==> config.mk <==
export PLATFORM = sky130hd
export DESIGN_NAME = ifid_queue
export DESIGN_NICKNAME = d
export VERILOG_FILES = /design/src/rtl/ifidc_pkg.sv /design/src/rtl/inst_fifo.sv /design/src/rtl/ifid_queue.sv
export SDC_FILE = /design/constraint.sdc
export NUM_CORES = 1
export LEC_CHECK = 0
export CELL_PAD_IN_SITES_DETAIL_PLACEMENT = 1
export CELL_PAD_IN_SITES_GLOBAL_PLACEMENT = 1
export CORE_UTILIZATION = 52
export DETAILED_ROUTE_END_ITERATION = 10
export PLACE_DENSITY_LB_ADDON = 0.1
export SLEW_MARGIN = 40
export SYNTH_ARGS = -nofsm -noshare
export SYNTH_HDL_FRONTEND = slang
export SYNTH_SLANG_ARGS = --single-unit
==> constraint.sdc <==
create_clock -name clk -period 3.7 [get_ports clk]
set_input_delay 0.74 -clock clk [delete_from_list [all_inputs] [get_ports clk]]
set_output_delay 0.74 -clock clk [all_outputs]
set_load 0.1 [all_outputs]
==> src/rtl/ifidc_pkg.sv <==
// Shared definitions for the instruction fetch/decode queue: FSM state
// encoding, NOP opcode, and opcode/immediate field extraction helpers.
// Helpers work on words up to FIELD_W bits; callers truncate to their widths.
package ifidc_pkg;

   localparam int unsigned FIELD_W = 32;

   typedef enum logic [1:0] {
      ST_IDLE  = 2'd0,
      ST_RUN   = 2'd1,
      ST_PAUSE = 2'd2
   } state_e;

   // NOP opcode: MSB of the opcode field set, all other bits clear
   function automatic logic [FIELD_W-1:0] nop_op(input int unsigned op_len);
      return FIELD_W'(1) << (op_len - 1);
   endfunction

   // Opcode lives in the bits above the immediate field
   function automatic logic [FIELD_W-1:0] op_field(input logic [FIELD_W-1:0] word,
                                                   input int unsigned data_len);
      return word >> data_len;
   endfunction

   // Immediate/address field is the low data_len bits
   function automatic logic [FIELD_W-1:0] imm_field(input logic [FIELD_W-1:0] word,
                                                    input int unsigned data_len);
      return word & ((FIELD_W'(1) << data_len) - FIELD_W'(1));
   endfunction

endpackage

==> src/rtl/inst_fifo.sv <==
// Synchronous FIFO for fetched {word, address} entries.
// Ports: clk, rstn (async active-low), clear (sync flush), push/push_data,
// pop; head (oldest entry), count, full, empty. Push while full is accepted
// when a pop happens in the same cycle; clear wins over push and pop.
module inst_fifo #(
   parameter  int unsigned WIDTH = 18,
   parameter  int unsigned DEPTH = 2,
   localparam int unsigned CNT_W = $clog2(DEPTH + 1)
) (
   input  logic             clk,
   input  logic             rstn,
   input  logic             clear,
   input  logic             push,
   input  logic [WIDTH-1:0] push_data,
   input  logic             pop,
   output logic [WIDTH-1:0] head,
   output logic [CNT_W-1:0] count,
   output logic             full,
   output logic             empty
);

   localparam int unsigned PTR_W = (DEPTH > 1) ? $clog2(DEPTH) : 1;

   logic [WIDTH-1:0] slot [DEPTH];
   logic [PTR_W-1:0] rd_ptr;
   logic [PTR_W-1:0] wr_ptr;
   logic             do_push;
   logic             do_pop;

   function automatic logic [PTR_W-1:0] next_ptr(input logic [PTR_W-1:0] p);
      return (p == PTR_W'(DEPTH - 1)) ? '0 : p + PTR_W'(1);
   endfunction

   assign empty   = (count == '0);
   assign full    = (count == CNT_W'(DEPTH));
   assign do_pop  = pop && !empty;
   assign do_push = push && (!full || do_pop);
   assign head    = slot[rd_ptr];

   // Pointer and occupancy state
   always_ff @(posedge clk or negedge rstn) begin
      if (!rstn) begin
         rd_ptr <= '0;
         wr_ptr <= '0;
         count  <= '0;
      end else if (clear) begin
         rd_ptr <= '0;
         wr_ptr <= '0;
         count  <= '0;
      end else begin
         if (do_push) wr_ptr <= next_ptr(wr_ptr);
         if (do_pop)  rd_ptr <= next_ptr(rd_ptr);
         count <= count + CNT_W'(do_push) - CNT_W'(do_pop);
      end
   end

   // Entry storage; contents only matter while counted as occupied
   always_ff @(posedge clk) begin
      if (do_push && !clear) slot[wr_ptr] <= push_data;
   end

endmodule

==> src/rtl/ifid_queue.sv <==
// Instruction fetch/decode unit: program memory, fetch pointer, prefetch
// queue and head decode. Ports: clk, rstn; en (fetch enable), flush + pc
// (redirect), wr_en/wr_addr/wr_data (program load), IS_ack (consumer accept);
// IS_ready, control_bus, data, fetch_pc (head instruction), done (program
// exhausted and queue drained). Outputs derive only from flops.
module ifid_queue
   import ifidc_pkg::*;
#(
   parameter  int unsigned INST_CAP = 20,
   parameter  int unsigned INST_LEN = 12,
   parameter  int unsigned DATA_LEN = 8,
   parameter  int unsigned QDEPTH   = 2,
   parameter  int unsigned PC_W     = $clog2(INST_CAP) + 1,
   localparam int unsigned OP_LEN   = INST_LEN - DATA_LEN
) (
   input  logic                clk,
   input  logic                rstn,
   input  logic                en,
   input  logic                flush,
   input  logic [PC_W-1:0]     pc,
   input  logic                wr_en,
   input  logic [PC_W-1:0]     wr_addr,
   input  logic [INST_LEN-1:0] wr_data,
   input  logic                IS_ack,
   output logic                IS_ready,
   output logic [OP_LEN-1:0]   control_bus,
   output logic [DATA_LEN-1:0] data,
   output logic [PC_W-1:0]     fetch_pc,
   output logic                done
);

   localparam int unsigned AW    = $clog2(INST_CAP);
   localparam int unsigned QW    = INST_LEN + PC_W;
   localparam int unsigned CNT_W = $clog2(QDEPTH + 1);

   logic [INST_LEN-1:0] mem [INST_CAP];
   state_e              state_q, state_d;
   logic [PC_W-1:0]     fptr_q, fptr_d;
   logic                q_clear, q_push, q_pop;
   logic [QW-1:0]       q_head;
   logic [CNT_W-1:0]    q_count;
   logic                q_full, q_empty;
   logic                in_range;
   logic [INST_LEN-1:0] head_word;

   assign in_range = (fptr_q < PC_W'(INST_CAP));

   // Program memory: write at the edge, so a same-edge fetch sees the old word
   always_ff @(posedge clk) begin
      if (wr_en && (wr_addr < PC_W'(INST_CAP))) mem[wr_addr[AW-1:0]] <= wr_data;
   end

   // State and fetch pointer
   always_ff @(posedge clk or negedge rstn) begin
      if (!rstn) begin
         state_q <= ST_IDLE;
         fptr_q  <= '0;
      end else begin
         state_q <= state_d;
         fptr_q  <= fptr_d;
      end
   end

   // Next state, fetch and queue control; flush overrides both queue ports
   always_comb begin
      state_d = state_q;
      fptr_d  = fptr_q;
      q_clear = 1'b0;
      q_push  = 1'b0;
      q_pop   = 1'b0;
      case (state_q)
         ST_IDLE: begin
            if (en) begin
               state_d = ST_RUN;
               fptr_d  = pc;
               q_clear = 1'b1;
            end
         end
         ST_RUN, ST_PAUSE: begin
            state_d = en ? ST_RUN : ST_PAUSE;
            if (flush) begin
               q_clear = 1'b1;
               fptr_d  = pc;
            end else begin
               q_pop  = IS_ack && !q_empty;
               q_push = (state_q == ST_RUN) && in_range && (!q_full || q_pop);
               if (q_push) fptr_d = fptr_q + PC_W'(1);
            end
         end
         default: state_d = ST_IDLE;
      endcase
   end

   inst_fifo #(
      .WIDTH (QW),
      .DEPTH (QDEPTH)
   ) u_fifo (
      .clk       (clk),
      .rstn      (rstn),
      .clear     (q_clear),
      .push      (q_push),
      .push_data ({mem[fptr_q[AW-1:0]], fptr_q}),
      .pop       (q_pop),
      .head      (q_head),
      .count     (q_count),
      .full      (q_full),
      .empty     (q_empty)
   );

   // Head decode; empty queue presents a NOP with zeroed fields
   assign head_word   = q_head[QW-1:PC_W];
   assign IS_ready    = !q_empty;
   assign control_bus = q_empty ? OP_LEN'(nop_op(OP_LEN))
                                : OP_LEN'(op_field(FIELD_W'(head_word), DATA_LEN));
   assign data        = q_empty ? '0 : DATA_LEN'(imm_field(FIELD_W'(head_word), DATA_LEN));
   assign fetch_pc    = q_empty ? '0 : q_head[PC_W-1:0];
   assign done        = (state_q != ST_IDLE) && !in_range && (q_count == '0);

endmodule

==> flow_results.org <==
** Run status
- The run finished with clean final reports.

** Timing
- Hold Fails Final Rpt :: 0
- Derived from the worst setup path, the maximum achievable clock frequency is 358.5 MHz.
- Subtracting the final worst setup slack from the clock period gives 2.789 ns.
- Rel. slew slack :: around 48%
- Setup repair after global routing missed its margin :: false
- Final-report max-slew violation count :: 0
- Setup violations remaining at the end of the flow were counted as 0.
- Setup TNS :: 0 ns
- Slew at the pin closest to its max-slew limit :: a little under 0.8 ns
- On the final layout, the worst hold slack is 0.5469 ns.
- The final critical path takes up between 70 and 80% of the cycle.
- The clock arrives with between 0.01 and 0.015 ns of skew.

** Flow run
- The tool flagged a number of max-cap violations equal to 0.

** CTS
- TritonCTS built the clock tree.
- The tree is rooted in a sky130_fd_sc_hd__clkbuf_16.
- Clock Pin Slew Worst Setup and Hold Paths :: 0.06 ns
- Inserted Clock Buffers :: 30
- Max Root-Sink Buffers :: 3
- Clock latency reported for the late side of the worst-skew pair :: roughly 0.55 ns
- Post-CTS repair changed the size of 0 cells.
- Clock net sink count :: about 290
- After clock tree synthesis, the flow added hold-fix buffers numbering 0.
- Setup Buffers After CTS :: 0
- CTS H-Tree Depth :: 1

** Synthesis
- Yosys instantiated no cell more often than sky130_fd_sc_hd__edfxtp_1.
- Of all cell types, the one taking the most synthesized area is sky130_fd_sc_hd__edfxtp_1.
- Portion of synthesized cell area occupied by the leading cell type :: a little over 70%
- Synthesis warning total :: 0
- The synthesized design contains around 290 register bits.
- In the synthesized netlist, the cells that appear most often are 276 x sky130_fd_sc_hd__edfxtp_1, 47 x sky130_fd_sc_hd__mux4_2, 43 x sky130_fd_sc_hd__nor2_1, 42 x sky130_fd_sc_hd__mux2i_1, 17 x sky130_fd_sc_hd__a21oi_1.
- Sequential share of the synthesized area :: approximately 75%
- The synthesized design contains about 280 enable-type register cells.
- The mapped netlist covers 11390 µm².
- Area contributors post-synth :: sky130_fd_sc_hd__edfxtp_1 73%, sky130_fd_sc_hd__mux4_2 9.3%, sky130_fd_sc_hd__mux2i_1 3.7%, sky130_fd_sc_hd__dfrtp_1 2.6%, sky130_fd_sc_hd__nor2_1 1.4%
- Main synth FF type :: sky130_fd_sc_hd__edfxtp_1
- The number of different library cells used by synthesis comes to 46.
- Counting flops with an async set or reset pin after synthesis yields a share of about 4.2%.
- Mean post-synth cell area :: about 19 µm²
- Counting every instance in the synthesized netlist gives between 500 and 600.
- Syn nets :: around 630

** Floorplan
- Cell row count :: 53
- The die is 150.0 µm tall.
- The floorplan step defined a die boundary enclosing between 20000 and 25000 µm².
- Starting Density :: 53.66%
- Core ar. :: 21220 µm²
- I/O pins :: 50
- The die is 150.0 µm wide.

** Route
- Detailed-route DRC error count :: 0
- Detailed routing placed a total of 12.32 mm of wire on met2.
- Highest routing layer actually used :: met4
- The first TritonRoute pass finished after 5 iterations.
- Wire length per cell after detailed routing :: ~26 µm
- Count of antenna-violating nets left after detailed routing :: 0
- The first routing iteration left ~490 violations.
- Wire segments on met3 add up to about 1.5 mm in the final route.
- Detail-routed via count per cell :: between 5 and 6
- The routed design has roughly 25 mm of wire.
- In the final routing, the length of wire on met1 measures roughly 11 mm.
- Total via count in the routed design :: between 5k and 6k

** Critical path
- In this run the worst path has a maximum fanout of 14.
- Worst Setup Path Type :: reg2out
- At the worst endpoint, the arrival time is around 2.1 ns.
- The worst setup path is launched from a flip-flop.
- Endpoint required time on the critical path :: slightly below 3 ns
- Crit end category :: primary output

** Power and ir drop
- Peak supply drop :: roughly 0.39 mV
- Leak pwr :: between 4 and 5 nW
- Cell Pwr Density :: roughly 750 nW/µm²
- Total power after layout :: between 0.009 and 0.01 W

** Place
- Count of input and output buffers :: between 40 and 50
- Detailed placement ended at an HPWL of approximately 16 mm.
- Including well taps, the total number of placed cells is a little over 900.
- The congestion estimate from routability-driven global placement came to ~0.78.

** Finish
- Antenna diodes :: 0
- Area growth from synthesis to layout :: 16.20%
- Final cell count without fillers :: around 980
- Count of nets after finishing :: between 700 and 800
- Layout cell share with drive strength beyond 1 :: a little under a quarter

** Global routing
- Maximum number of pins on one net before global-route repair :: 40
- Aggregate global-route resource usage :: between 20% and 30%
- Global routing finished with a remaining overflow of 0.
- Antenna violations before repair :: 0
- Number of global-route vias before repair :: 6235
- First-pass GRT wire length :: about 38 mm

** Min path
- The min-delay analysis places its worst path in the category reg2reg.
-- routing by layer --
metal / GRT usage [%] / up-vias
li1: - / 2579
met1: 32.27 / 3028
met2: 38.61 / 190
met3: 3.476 / 37
met4: 8.990 / 0
met5: 0 / -
-- through the flow --
stage / worst slack (ns) / utilization (%) / cell area (µm²)
final: 0.9106 / 62.35 / 13230
after global routing: 0.8307 / 62.35 / 13230
after CTS: 0.9032 / 62.56 / 13280
after detailed placement: 0.9235 / 57.85 / 12280
after global placement: 0.9744 / 57.83 / 12270
after floorplan: 0.5255 / - / 11390
-- kinds of logic after synthesis --
kind of cell / Yosys count / share of synthesized area [%]
adders and majority gates: 5 / 0.5494
buffers and inverters: 38 / 1.824
xor gates and xnor gates: 2 / 0.1539
muxes: 93 / 13.65
and+or+nand+nor: 107 / 4.593
AOI/OAI and AO/OA: 65 / 3.813
DFF: 288 / 75.42
-- critical path, stage by stage, from the launching register on --
cell                       delay (ns)
sky130_fd_sc_hd__dfrtp_1         0.70
sky130_fd_sc_hd__o21ai_1         0.22
sky130_fd_sc_hd__a211oi_2        0.25
sky130_fd_sc_hd__buf_4           0.32
-- cell usage in the layout, fill, tap and decap left out, drive strengths merged, types with 5 or more instances in the layout --
cell             n
dfrtp           12
clkbuf          34
nor3            11
a22oi           13
inv              6
nor2b           14
clkdlybuf4s50   20
mux2i           42
nand2           14
a21oi           17
buf             61
ha               5
mux4            49
a311oi          11
clkinv          16
edfxtp         276
nand3            7
o22ai           11
nor2            43
-- final timing paths --
check                                    end  depth (start not counted)  slack, ns  startpoint
max in group asynchronous          fptr_q[0]                          1       2.67        rstn
hold / removal             u_fifo.slot[0][5]                          0       0.55   fptr_q[5]
hold reg to reg            u_fifo.slot[0][5]                          0       0.55   fptr_q[5]
setup / recovery                        done                          3       0.91   fptr_q[2]
setup reg to reg           u_fifo.slot[0][6]                          5       1.08   fptr_q[0]
min in group asynchronous          fptr_q[5]                          1       0.58        rstn
-- registers in the layout (all words and copies together), names as in the netlist --
register / cells
state_q: 2
u_fifo.slot: 36
fptr_q: 6
u_fifo.wr_ptr: 1
u_fifo.count: 2
u_fifo.rd_ptr: 1
mem: 240
-- area by class of cell --
class	instances	area (µm²)
flip-flops and latches	288	8594
multi-input cells	272	2634
inverters	6	22.52
well taps	275	344.1
clock buffers	34	787.0
repair buffers	81	635.6
fillers	1828	7989
clock inverters	22	214.0
-- where the power goes --
part,switching [W],total [W],internal (W)
logic,0.00191,0.00296,0.00105
registers,0.000207,0.00397,0.00376
clock network,0.00122,0.00302,0.00180
total,0.00333,0.00995,0.00662
No activity file was read; power rests on OpenSTA's default activity.
